[src/rtl/axi_stream_extract_header.sv]
// ---------------------------------------------------------------------------
// axi_stream_extract_header
//
// Strips a per-packet header of H bytes (0..DATA_BYTE_WD) from the front of an
// AXI Stream packet. The header goes out on m00, right-aligned (valid bytes in
// the low lanes). The remaining payload is re-packed MSB-aligned on m01, with
// tkeep contiguous from the MSB.
//
// Ports:
//   clk, rst_n                 clock (rising edge), async active-low reset
//   s_cfg_*                    header length H per packet, accepted only in IDLE
//   s_axis_*                   packet in (tkeep full except on the last beat)
//   m00_axis_*                 header beat out (one per packet when H > 0)
//   m01_axis_*                 payload beats out
//   hdr_err                    one-cycle pulse: packet shorter than H bytes
//
// Byte lane i of a beat lives in tdata[8*i +: 8] and is qualified by tkeep[i];
// the first byte of the stream is the MSB lane.
// ---------------------------------------------------------------------------
module axi_stream_extract_header #(
    parameter int DATA_WD      = 32,
    parameter int DATA_BYTE_WD = DATA_WD / 8,
    parameter int LEN_WD       = $clog2(DATA_BYTE_WD + 1)
) (
    input  logic                    clk,
    input  logic                    rst_n,

    input  logic                    s_cfg_tvalid,
    input  logic [LEN_WD-1:0]       s_cfg_tdata,
    output logic                    s_cfg_tready,

    input  logic                    s_axis_tvalid,
    input  logic [DATA_WD-1:0]      s_axis_tdata,
    input  logic [DATA_BYTE_WD-1:0] s_axis_tkeep,
    input  logic                    s_axis_tlast,
    output logic                    s_axis_tready,

    output logic                    m00_axis_tvalid,
    output logic [DATA_WD-1:0]      m00_axis_tdata,
    output logic [DATA_BYTE_WD-1:0] m00_axis_tkeep,
    input  logic                    m00_axis_tready,

    output logic                    m01_axis_tvalid,
    output logic [DATA_WD-1:0]      m01_axis_tdata,
    output logic [DATA_BYTE_WD-1:0] m01_axis_tkeep,
    output logic                    m01_axis_tlast,
    input  logic                    m01_axis_tready,

    output logic                    hdr_err
);

    localparam logic [LEN_WD-1:0] FULL_LEN = LEN_WD'(DATA_BYTE_WD);

    typedef enum logic [1:0] {ST_IDLE, ST_HDR, ST_BODY, ST_FLUSH} state_t;

    function automatic logic [LEN_WD-1:0] popcount(input logic [DATA_BYTE_WD-1:0] keep);
        logic [LEN_WD-1:0] cnt;
        cnt = '0;
        for (int i = 0; i < DATA_BYTE_WD; i++) cnt = cnt + LEN_WD'(keep[i]);
        return cnt;
    endfunction

    // cnt ones packed against the MSB lane (payload tkeep)
    function automatic logic [DATA_BYTE_WD-1:0] ones_msb(input logic [LEN_WD-1:0] cnt);
        return ~({DATA_BYTE_WD{1'b1}} >> cnt);
    endfunction

    // cnt ones packed against the LSB lane (header tkeep)
    function automatic logic [DATA_BYTE_WD-1:0] ones_lsb(input logic [LEN_WD-1:0] cnt);
        return ~({DATA_BYTE_WD{1'b1}} << cnt);
    endfunction

    function automatic logic [DATA_WD-1:0] keep_to_mask(input logic [DATA_BYTE_WD-1:0] keep);
        logic [DATA_WD-1:0] mask;
        for (int i = 0; i < DATA_BYTE_WD; i++) mask[8*i +: 8] = {8{keep[i]}};
        return mask;
    endfunction

    function automatic logic [DATA_WD-1:0] shl_bytes(input logic [DATA_WD-1:0] data,
                                                     input int unsigned nb);
        return data << (8 * nb);
    endfunction

    function automatic logic [DATA_WD-1:0] shr_bytes(input logic [DATA_WD-1:0] data,
                                                     input int unsigned nb);
        return data >> (8 * nb);
    endfunction

    state_t                  r_state, w_state_nxt;
    logic [LEN_WD-1:0]       r_hlen, w_hlen_nxt;
    logic [LEN_WD-1:0]       r_flush_len, w_flush_len_nxt;
    // Residual buffer: bytes left over from the previous beat, kept MSB-aligned
    logic [DATA_WD-1:0]      r_resid;
    logic                    r_hdr_err, w_hdr_err_nxt;

    logic                    r_m00_valid;
    logic [DATA_WD-1:0]      r_m00_data;
    logic [DATA_BYTE_WD-1:0] r_m00_keep;
    logic                    r_m01_valid, r_m01_last;
    logic [DATA_WD-1:0]      r_m01_data;
    logic [DATA_BYTE_WD-1:0] r_m01_keep;

    logic                    w_m00_free, w_m01_free, w_pass, w_s_hs;
    logic [LEN_WD-1:0]       w_n, w_hm, w_rlen, w_cfg_len;
    logic [DATA_WD-1:0]      w_din;

    logic                    w_resid_load, w_m00_load, w_m01_load, w_m01_last;
    logic [DATA_WD-1:0]      w_resid_nxt, w_m00_data, w_m01_data;
    logic [DATA_BYTE_WD-1:0] w_m00_keep, w_m01_keep;

    assign w_m00_free = !r_m00_valid || m00_axis_tready;
    assign w_m01_free = !r_m01_valid || m01_axis_tready;
    assign w_n        = popcount(s_axis_tkeep);
    assign w_hm       = (w_n < r_hlen) ? w_n : r_hlen;
    assign w_rlen     = FULL_LEN - r_hlen;
    // H = 0 and H = full beat both need no byte re-alignment in the body
    assign w_pass     = (r_hlen == '0) || (r_hlen == FULL_LEN);
    assign w_cfg_len  = (s_cfg_tdata > FULL_LEN) ? FULL_LEN : s_cfg_tdata;
    // Unqualified lanes are zeroed on entry so every shifted product is clean
    assign w_din      = s_axis_tdata & keep_to_mask(s_axis_tkeep);
    assign w_s_hs     = s_axis_tvalid && s_axis_tready;

    assign s_cfg_tready    = (r_state == ST_IDLE);
    assign m00_axis_tvalid = r_m00_valid;
    assign m00_axis_tdata  = r_m00_data;
    assign m00_axis_tkeep  = r_m00_keep;
    assign m01_axis_tvalid = r_m01_valid;
    assign m01_axis_tdata  = r_m01_data;
    assign m01_axis_tkeep  = r_m01_keep;
    assign m01_axis_tlast  = r_m01_last;
    assign hdr_err         = r_hdr_err;

    always_ff @(posedge clk or negedge rst_n) begin
        if (!rst_n) r_state <= ST_IDLE;
        else        r_state <= w_state_nxt;
    end

    always_comb begin
        // NOTE: every output of this block gets a default first; a path that
        // leaves one unassigned would infer a latch.
        w_state_nxt     = r_state;
        w_hlen_nxt      = r_hlen;
        w_flush_len_nxt = r_flush_len;
        w_hdr_err_nxt   = 1'b0;
        s_axis_tready   = 1'b0;
        w_resid_load    = 1'b0;
        w_resid_nxt     = shl_bytes(w_din, 32'(r_hlen));
        w_m00_load      = 1'b0;
        w_m00_data      = '0;
        w_m00_keep      = '0;
        w_m01_load      = 1'b0;
        w_m01_data      = '0;
        w_m01_keep      = '0;
        w_m01_last      = 1'b0;

        unique case (r_state)
            ST_IDLE: begin
                if (s_cfg_tvalid) begin
                    w_hlen_nxt  = w_cfg_len;
                    w_state_nxt = (w_cfg_len == '0) ? ST_BODY : ST_HDR;
                end
            end

            ST_HDR: begin
                s_axis_tready = w_m00_free && w_m01_free;
                if (w_s_hs) begin
                    w_m00_load   = 1'b1;
                    w_m00_data   = shr_bytes(w_din, DATA_BYTE_WD - 32'(w_hm));
                    w_m00_keep   = ones_lsb(w_hm);
                    w_resid_load = 1'b1;
                    if (!s_axis_tlast) begin
                        w_state_nxt = ST_BODY;
                    end else begin
                        w_state_nxt   = ST_IDLE;
                        w_hdr_err_nxt = (w_n < r_hlen);
                        if (w_n > r_hlen) begin
                            w_m01_load = 1'b1;
                            w_m01_data = shl_bytes(w_din, 32'(r_hlen));
                            w_m01_keep = ones_msb(w_n - r_hlen);
                            w_m01_last = 1'b1;
                        end
                    end
                end
            end

            ST_BODY: begin
                s_axis_tready = w_m01_free;
                if (w_s_hs) begin
                    w_m01_load = 1'b1;
                    if (w_pass) begin
                        w_m01_data = w_din;
                        w_m01_keep = s_axis_tkeep;
                        w_m01_last = s_axis_tlast;
                        if (s_axis_tlast) w_state_nxt = ST_IDLE;
                    end else begin
                        w_m01_data   = r_resid | shr_bytes(w_din, 32'(w_rlen));
                        w_m01_keep   = '1;
                        w_resid_load = 1'b1;
                        if (s_axis_tlast) begin
                            if (w_n <= r_hlen) begin
                                w_m01_keep  = ones_msb(w_rlen + w_n);
                                w_m01_last  = 1'b1;
                                w_state_nxt = ST_IDLE;
                            end else begin
                                // Input bytes overflow this beat: one more beat follows
                                w_flush_len_nxt = w_n - r_hlen;
                                w_state_nxt     = ST_FLUSH;
                            end
                        end
                    end
                end
            end

            ST_FLUSH: begin
                if (w_m01_free) begin
                    w_m01_load  = 1'b1;
                    w_m01_data  = r_resid;
                    w_m01_keep  = ones_msb(r_flush_len);
                    w_m01_last  = 1'b1;
                    w_state_nxt = ST_IDLE;
                end
            end

            default: w_state_nxt = ST_IDLE;
        endcase
    end

    // NOTE: state and datapath registers use non-blocking assignments so all
    // of them update from the same pre-edge values.
    always_ff @(posedge clk or negedge rst_n) begin
        if (!rst_n) begin
            // NOTE: the residual buffer is a plain register, so it is cleared
            // along with everything else; a partial packet leaves no trace.
            r_hlen      <= '0;
            r_flush_len <= '0;
            r_resid     <= '0;
            r_hdr_err   <= 1'b0;
            r_m00_valid <= 1'b0;
            r_m00_data  <= '0;
            r_m00_keep  <= '0;
            r_m01_valid <= 1'b0;
            r_m01_data  <= '0;
            r_m01_keep  <= '0;
            r_m01_last  <= 1'b0;
        end else begin
            r_hlen      <= w_hlen_nxt;
            r_flush_len <= w_flush_len_nxt;
            r_hdr_err   <= w_hdr_err_nxt;
            if (w_resid_load) r_resid <= w_resid_nxt;

            if (w_m00_load) begin
                r_m00_valid <= 1'b1;
                r_m00_data  <= w_m00_data;
                r_m00_keep  <= w_m00_keep;
            end else if (m00_axis_tready) begin
                r_m00_valid <= 1'b0;
            end

            if (w_m01_load) begin
                r_m01_valid <= 1'b1;
                r_m01_data  <= w_m01_data;
                r_m01_keep  <= w_m01_keep;
                r_m01_last  <= w_m01_last;
            end else if (m01_axis_tready) begin
                r_m01_valid <= 1'b0;
            end
        end
    end

endmodule

[config.mk]
export PLATFORM = sky130hd
export DESIGN_NAME = axi_stream_extract_header
export DESIGN_NICKNAME = d
export VERILOG_FILES = /design/src/rtl/axi_stream_extract_header.sv
export SDC_FILE = /design/constraint.sdc
export NUM_CORES = 1
export LEC_CHECK = 0
export ABC_AREA = 1
export ABC_CLOCK_PERIOD_IN_PS = 5530
export BUFFER_PORTS_ARGS = -buffer_cell sky130_fd_sc_hd__buf_2
export CAP_MARGIN = 20
export CORE_MARGIN = 2
export CORE_UTILIZATION = 56
export CTS_BUF_LIST = sky130_fd_sc_hd__clkbuf_8
export DETAILED_ROUTE_END_ITERATION = 8
export PLACE_DENSITY = 0.79
export SKIP_CTS_REPAIR_TIMING = 1
export SLEW_MARGIN = 10
export SYNTH_ARGS = -nofsm -noshare
export SYNTH_HDL_FRONTEND = slang
export SYNTH_SLANG_ARGS = --single-unit
[constraint.sdc]
create_clock -name clk -period 5.53 [get_ports clk]
set_input_delay 1.106 -clock clk [delete_from_list [all_inputs] [get_ports clk]]
set_output_delay 1.106 -clock clk [all_outputs]
set_load 0.1 [all_outputs]
==> flow_metrics.tcl, run 1 <==
set metrics [dict create \
    synth-seq-area-share_pct 37.1 \
    ys_top_cells_by_count "nand2_1 (506), nand3_1 (122), dfrtp_1 (116)" \
    cp-start-kind "primary input" \
    cp_data_arrival_time_ns 4.97 \
    coreArea_sq_um 13800 \
    maxCapViolations 0 \
    critPathRequiredTime_ns 5.92 \
    synth_edf_count 0 \
    diodes 0 \
    synthCells 1213 \
    cts_buffer_depth 2 \
    drive_above_1_share_pct 14.3 \
    worstHoldStart "m01_axis_tdata[7]" \
    firstDrtPassIters 6 \
    relSlewSlack_pct 33.5 \
    fmax_ghz 0.218 \
    postSynthAreaPerCell_sq_um 6.45 \
    synth_warnings 0 \
    fin_util_pct 65.2 \
    grt_pass1_wl_microns 39800 \
    synthDistinctLibCells 36 \
    clk_latency_ns 0.46 \
    clk_pin_slew_ns 0.07 \
    finalClockSkew_ns 0.0174 \
    yosysMostFrequentCell "nand2_1" \
    cp-end-kind "register" \
    hold_depth 2 \
    dp_hpwl_microns 17700 \
    num-nets-final 1369 \
    wirelength_microns 24800 \
    drt-initial-drc-count 1159 \
    numCtsBuffers 17 \
    synth_nets 1279 \
    yosysTopAreaCell "dfrtp_1" \
    status "finished, final reports clean" \
    place_congestion 1.01 \
    finalCritPeriodShare_pct 82.9 \
    synth_area_leaders "dfrtp_1 (37%), nand2_1 (24%), nand3_1 (7.8%), inv_1 (4.9%), o21ai_0 (3.6%)" \
    rsz0062_at_grt "no" \
    track_usage_pct 34.6 \
    synth_area_sq_um 7830 \
    crit-reg2reg-launch "r_hlen[0]" \
    die_area_sq_um 14900 \
    antenna_found_initial 0 \
    r2r_slack_ns 1.83 \
    grt_overflow_total 0 \
    row_count 43 \
    worstSetupPathType "in2reg" \
    io_pins 124 \
    ys.flop_type "dfrtp_1" \
    grt_pass1_vias 7733 \
    post_drt_wl_per_cell_microns 16.6 \
    critPathMaxFanout 22 \
    setup_violations 0 \
    drc 0 \
    min_period_ns 4.58 \
    vias_per_cell 5.60 \
    r2r_end "r_resid[12]" \
    ant_nets 0 \
    dr_total_vias 8376 \
    cts.sinks 116 \
    synth_top_area_share_pct 37.1 \
    dieWidth_microns 122 \
    cts.htree.levels 4 \
    hold_class "reg2reg" \
    start_util_pct 56.8 \
    synthArstFlopShare_pct 100 \
    io_buffers 123 \
    die_h_microns 122 \
    worst_pin_slew_ns 0.998 \
    area_growth_pct 14.7 \
    synth_seq_cells 116 \
    r2r_cells 9 \
    cts_tree "built" \
    cts_root_buf "clkbuf_8" \
    grt_max_degree 62 \
    fin_setup_tns_ns 0 \
    hold_viol 0 \
    hold_end "m01_axis_tdata[7]" \
    slew_viol_final 0 \
]
[layer usage]
layer | wire [microns] | GRT usage [%]
met4 | 959 | 16.2
met5 | 0 | 0
met2 | 10400 | 49.7
met3 | 2390 | 6.60
met1 | 11000 | 50.4
[sequential cells by signal (all words and copies together) (netlist names)]
signal / flops
m01_axis_tdata: 32
r_hlen: 3
r_resid: 32
m01_axis_tkeep: 4
m01_axis_tvalid: 1
m00_axis_tkeep: 4
m00_axis_tvalid: 1
hdr_err: 1
m00_axis_tdata: 32
r_state: 2
r_flush_len: 3
m01_axis_tlast: 1
[cell families (layout without fill, tap and decap cells)]
kind of cell	count (synthesis)	count (layout)	synth area share, %
fa+ha+maj	20	20	3.49
buf+inv	175	277	9.08
xor+xnor	3	3	0.336
simple gates	729	729	38.2
flops	116	116	37.1
compound gates	170	170	11.8
[cell type report]
cell class	count	area, sq um
Timing Repair Buffer	136	716
Fill cell	1304	4790
Tap cell	180	225
Multi-Input combinational cell	922	4220
Sequential cell	116	2900
Clock inverter	9	198
Clock buffer	22	303
Inverter	110	413
[worst max-delay path by stage]
stage / end / slack (ns) / depth (start not counted) / start
after floorplan: m00_axis_tdata[15] / 0.71 / 20 / s_axis_tkeep[3]
after global placement: m00_axis_tdata[13] / 0.67 / 19 / s_axis_tkeep[0]
after detailed placement: m00_axis_tdata[11] / 0.48 / 19 / s_axis_tkeep[0]
after CTS: m00_axis_tdata[11] / 0.96 / 19 / s_axis_tkeep[0]
after global routing: m00_axis_tdata[11] / 0.63 / 19 / s_axis_tkeep[0]
final: m00_axis_tdata[11] / 0.95 / 19 / s_axis_tkeep[0]
[critical path, stage by stage]
cell      delay, ns
buf_2          0.21
inv_1          0.12
fa_1           0.54
inv_1          0.04
ha_1           0.17
ha_1           0.37
ha_1           0.35
nand3_2        0.13
nand2_2        0.18
nand2_1        0.07
nand2_1        0.10
clkinv_1       0.26
ha_1           0.37
inv_1          0.06
nor2_4         0.22
nand2_2        0.12
inv_2          0.30
nand3_1        0.14
nand3_1        0.12
[through the flow]
step | instance area, sq um | setup WS [ns] | std cells | hold WS [ns]
2_1_floorplan | 7830 | 0.705 | 1213 | 0.475
4_1_cts | 8980 | 0.964 | 1495 | 0.471
5_1_grt | 8980 | 0.628 | 1495 | 0.493
6_report | 8980 | 0.948 | 1495 | 0.468
3_3_place_gp | 8480 | 0.670 | 1464 | 0.448
3_5_place_dp | 8480 | 0.483 | 1464 | 0.454
[cells in the final DEF, fill, tap and decap left out, drive strengths merged, types with 3 or more instances in the layout]
master	n
clkinv	4
ha	17
inv	109
bufinv	6
nand2	511
nand3	124
a21oi	49
fa	3
dfrtp	116
nand4	12
o211ai	5
o21ai	89
o22ai	16
buf	136
o21a	8
clkbuf	22
nor2	79
Power of run 1 is not shown: default switching activity piles up to over one toggle a cycle in this logic, so the estimate is an artifact.
==> run 2, diff against run 1 <==
ABC_CLOCK_PERIOD_IN_PS = 4000   (was 5530)
CORE_UTILIZATION = 54   (was 56)
PLACE_DENSITY = 0.8   (was 0.79)
clock period = 4 ns   (was 5.53 ns; I/O delays follow)
==> run 2 against run 1 <==
Compared with the run above:
- non-clock buffer count grew 10
- critical path depth is the same
- register-to-register slack lost 0.57 ns
- via count grew 0.92%
- first-iteration DRC count grew 21%
- sequential share of layout area shrank 0.15 points
- die area grew 3.6%
- sequential cell count is the same
- wire length shrank 2.5%
- design area grew 0.47%
- utilization shrank 0.95 points
- count of clock-buffer cells in the layout shrank 3
- critical path type unchanged
- largest cell class unchanged
- highest routed layer unchanged
==> flow_metrics.tcl, run 2 (synthesized netlist as in run 1, its figures left out) <==
set metrics [dict create \
    status "finished, final reports clean" \
    cts_tree "built" \
    die_area_sq_um 15500 \
    grt.busiest_layer "met2" \
    min_period_ns 3.53 \
    regArea_sq_um 2900 \
    num-nets-final 1379 \
    finalCritPeriodShare_pct 88.3 \
    maxCapViolations 0 \
    cp-end-kind "register" \
    area_growth_pct 15.3 \
    cts_root_buf "clkbuf_8" \
    io_buffers 123 \
    place_congestion 0.992 \
    io_pins 124 \
    cts.htree.levels 4 \
    fin_util_pct 64.3 \
    hold_viol 0 \
    layout_common_cells "nand2_1 (505), nand3_1 (122), buf_2 (122)" \
    numCtsBuffers 17 \
    ant_nets 0 \
    use_met1_pct 43.4 \
    grt_max_degree 68 \
    critPathMaxFanout 22 \
    r2r_slack_ns 1.26 \
    worst_pin_slew_ns 0.858 \
    r2r_end "r_resid[16]" \
    grt_pass1_wl_microns 39000 \
    relSlewSlack_pct 42.8 \
    worstSetupPathType "in2reg" \
    mostFrequentLayoutCell "nand2_1" \
    drc 0 \
    setup_violations 0 \
    coreArea_sq_um 14000 \
    fillCellCount 1266 \
    cts_buffer_depth 2 \
    clk_latency_ns 0.47 \
    drt-initial-drc-count 1399 \
    cp_data_arrival_time_ns 3.92 \
    grt_use_met2_pct 44.9 \
    post_drt_wl_per_cell_microns 16.0 \
    dr_total_vias 8453 \
    slew_viol_final 0 \
    critPathRequiredTime_ns 4.39 \
    r2r_cells 9 \
    fin_setup_tns_ns 0 \
    clk_pin_slew_ns 0.07 \
    diodes 0 \
    firstDrtPassIters 6 \
    hold_class "in2async" \
    finalClockSkew_ns 0.0140 \
    dp_hpwl_microns 17300 \
    cts.sinks 116 \
    rsz0062_at_grt "no" \
    fmax_ghz 0.283 \
    wirelength_microns 24100 \
    track_usage_pct 31.0 \
    row_count 43 \
    die_h_microns 124 \
    multi_input_area_sq_um 4290 \
    start_util_pct 55.7 \
    drive_above_1_share_pct 15.4 \
    grt_overflow_total 0 \
    vias_per_cell 5.61 \
    crit-reg2reg-launch "r_state[1]" \
    antenna_found_initial 0 \
    cp-start-kind "primary input" \
    met3_usage_pct 8.08 \
    grt_pass1_vias 7670 \
    dieWidth_microns 124 \
]
[run 2: cell types whose count changed in the layout (fill, tap and decap cells not counted), moves of 3 or more]
cell        change
buf_4           +7
clkinvlp_4      +6
bufinv_16       -5
ha_1            -4
clkbuf_8        -3
ha_4            +3
[run 2: worst max-delay path by stage]
stage | cells past startpoint | to | startpoint
finish | 19 | m00_axis_tdata[11] | s_axis_tkeep[3]
global route | 19 | m00_axis_tdata[13] | s_axis_tkeep[3]
CTS | 19 | m00_axis_tdata[11] | s_axis_tkeep[3]
detailed placement | 19 | m00_axis_tdata[9] | s_axis_tkeep[3]
global placement | 19 | m00_axis_tdata[10] | s_axis_tkeep[3]
floorplan | 22 | m00_axis_tdata[10] | s_axis_tkeep[3]
[run 2: stage by stage]
stage	hold slack, ns	setup WS (ns)	std cells	area (sq um)
floorplan	0.475	0.0483	1213	7930
global placement	0.449	0.139	1473	8630
finish	0.439	0.469	1506	9020
global route	0.497	0.296	1506	9020
CTS	0.466	0.493	1505	9010
detailed placement	0.456	0.0392	1473	8630
[run 2: cell type report]
type / instances / share of cell area (%)
clock buffer: 19 / 2.90
inverter: 110 / 4.58
sequential: 116 / 32.2
multi-input combinational: 922 / 47.5
tap: 180 / 2.50
timing repair buffer: 146 / 9.12
clock inverter: 13 / 1.23
[run 2: worst max-delay path, stage by stage]
cell and delay (ns):
buf_2 0.15, inv_1 0.07, fa_1 0.47, inv_1 0.04
ha_2 0.18, ha_4 0.18, ha_4 0.25, a21oi_4 0.21
nand2_4 0.12, nand2_1 0.09, nand2_2 0.07, ha_1 0.20
ha_1 0.28, inv_1 0.06, nor2_4 0.11, nand2_2 0.10
inv_2 0.29, nand3_1 0.13, nand3_1 0.12
[run 2: routing by layer]
metal / part of all wire (%) / wire length [microns]
met1: 42 / 10200
met2: 43 / 10300
met3: 11 / 2620
met4: 4.1 / 995
met5: 0 / 0
Power of run 2 is left out for the same reason.
==> run 3, diff against run 2 <==
CORE_UTILIZATION = 45   (was 54)
PLACE_DENSITY = 0.68   (was 0.8)
==> run 3 against run 2 <==
Compared with the run above:
- wire length grew 6.0%
- critical path depth is the same
- via count shrank 1.3%
- utilization shrank 11 points
- clock skew shrank 0.0029 ns
- sequential cell count is the same
- worst hold slack gained 0.025 ns
- count of clock-buffer cells in the layout grew 1
- fmax is essentially flat
- final cell count grew 3.3%
- largest cell class unchanged
- global-route usage shrank 2.6 points
==> flow_metrics.tcl, run 3 (synthesized netlist as in run 1, its figures left out) <==
set metrics [dict create \
    cts_buffer_depth 2 \
    status "finished, final reports clean" \
    setup.worst_path.start "s_axis_tkeep[3]" \
    multi_input_area_sq_um 4290 \
    coreArea_sq_um 17200 \
    slowest_delay_ns 0.49 \
    worst_pin_slew_ns 0.892 \
    antenna_found_initial 0 \
    fin_setup_tns_ns 0 \
    rsz0062_at_grt "no" \
    min_period_ns 3.53 \
    fmax_ghz 0.283 \
    cp-start-kind "primary input" \
    row_count 48 \
    fillCellCount 1794 \
    setup_violations 0 \
    cp-end-kind "register" \
    io_buffers 123 \
    cts_root_buf "clkbuf_8" \
    cts.sinks 116 \
    critPathMaxFanout 22 \
    r2r_slack_ns 1.20 \
    cp_data_arrival_time_ns 3.93 \
    grt_pass1_wl_microns 40800 \
    crit_path_frequent_cell "inv_1" \
    grt_use_met2_pct 40.9 \
    grt.busiest_layer "met1" \
    die_h_microns 136 \
    crit_path_end "m00_axis_tdata[12]" \
    path_cells "buf_2 > inv_1 > fa_1 > inv_1 > ha_2 > ha_4 > ha_4 > a21oi_4 > nand2_4 > nand2_1 > nand2_2 > ha_1 > ha_1 > inv_1 > nor2_4 > nand2_2 > inv_2 > nand3_1 > nand3_1" \
    r2r_cells 10 \
    io_pins 124 \
    slew_viol_final 0 \
    numCtsBuffers 17 \
    cts_tree "built" \
    grt_pass1_vias 7656 \
    hold_viol 0 \
    drive_above_1_share_pct 15.7 \
    num-nets-final 1383 \
    crit-reg2reg-launch "r_hlen[0]" \
    regArea_sq_um 2900 \
    dr_total_vias 8343 \
    r2r_end "r_resid[14]" \
    drc 0 \
    post_drt_wl_per_cell_microns 16.5 \
    layout_common_cells "nand2_1 (505), nand3_1 (122), buf_2 (122)" \
    ant_nets 0 \
    wirelength_microns 25600 \
    die_area_sq_um 18500 \
    finalClockSkew_ns 0.0111 \
    clk_latency_ns 0.47 \
    critPathRequiredTime_ns 4.40 \
    met3_usage_pct 5.15 \
    timing.hold.ws_ns 0.464 \
    clk_pin_slew_ns 0.07 \
    dp_hpwl_microns 18300 \
    cts.htree.levels 4 \
    firstDrtPassIters 6 \
    worstSetupPathType "in2reg" \
    fin_util_pct 53.7 \
    start_util_pct 45.6 \
    track_usage_pct 28.4 \
    finalCritPeriodShare_pct 88.3 \
    drt-initial-drc-count 966 \
    critPathSlowestCell "fa_1" \
    diodes 0 \
    grt_max_degree 68 \
    grt_overflow_total 0 \
    relSlewSlack_pct 40.5 \
    place_congestion 0.944 \
    area_growth_pct 17.8 \
    hold_class "in2async" \
    vias_per_cell 5.37 \
    dieWidth_microns 136 \
    use_met1_pct 41.2 \
    mostFrequentLayoutCell "nand2_1" \
    maxCapViolations 0 \
]
[run 3: area by class of cell]
class / instances / share of cell area [%]
Clock inverter: 12 / 2.19
Sequential cell: 116 / 31.5
Inverter: 110 / 4.48
Tap cell: 225 / 3.05
Timing Repair Buffer: 150 / 9.31
Clock buffer: 20 / 2.99
Multi-Input combinational cell: 922 / 46.5
[run 3: critical path, delay by kind of cell]
| kind | cells | cell delay (ns) |
|---|---|---|
| adder cells (fa/ha/maj) | 6 | 1.56 |
| buffers and inverters | 5 | 0.62 |
| AND/OR/NAND/NOR | 7 | 0.73 |
| AO/OA/AOI/OAI | 1 | 0.21 |
[run 3: metal layers]
metal	share of wire (%)	vias to the layer above
li1	-	4064
met1	46	3770
met2	42	457
met3	8.7	52
met4	3.6	0
met5	0	-
[run 3: how the worst min path moves through the flow]
stage | startpoint | to | slack [ns] | depth (start not counted)
detailed placement | m01_axis_tdata[19] | m01_axis_tdata[19] | 0.45 | 2
global placement | m01_axis_tdata[19] | m01_axis_tdata[19] | 0.45 | 2
finish | rst_n | m00_axis_tdata[28] | 0.46 | 1
global route | m01_axis_tdata[5] | m01_axis_tdata[5] | 0.49 | 2
floorplan | r_flush_len[0] | r_flush_len[0] | 0.47 | 2
CTS | m01_axis_tdata[19] | m01_axis_tdata[19] | 0.47 | 2
[run 3: per-stage QoR]
| stage | setup WS [ns] | cell area [sq um] | std cells |
|---|---|---|---|
| floorplan | 0.0483 | 7930 | 1213 |
| global placement | 0.0836 | 8740 | 1523 |
| detailed placement | 0.0316 | 8740 | 1523 |
| CTS | 0.500 | 9220 | 1555 |
| global route | 0.283 | 9220 | 1555 |
| finish | 0.469 | 9220 | 1555 |
Power of run 3 is left out for the same reason.
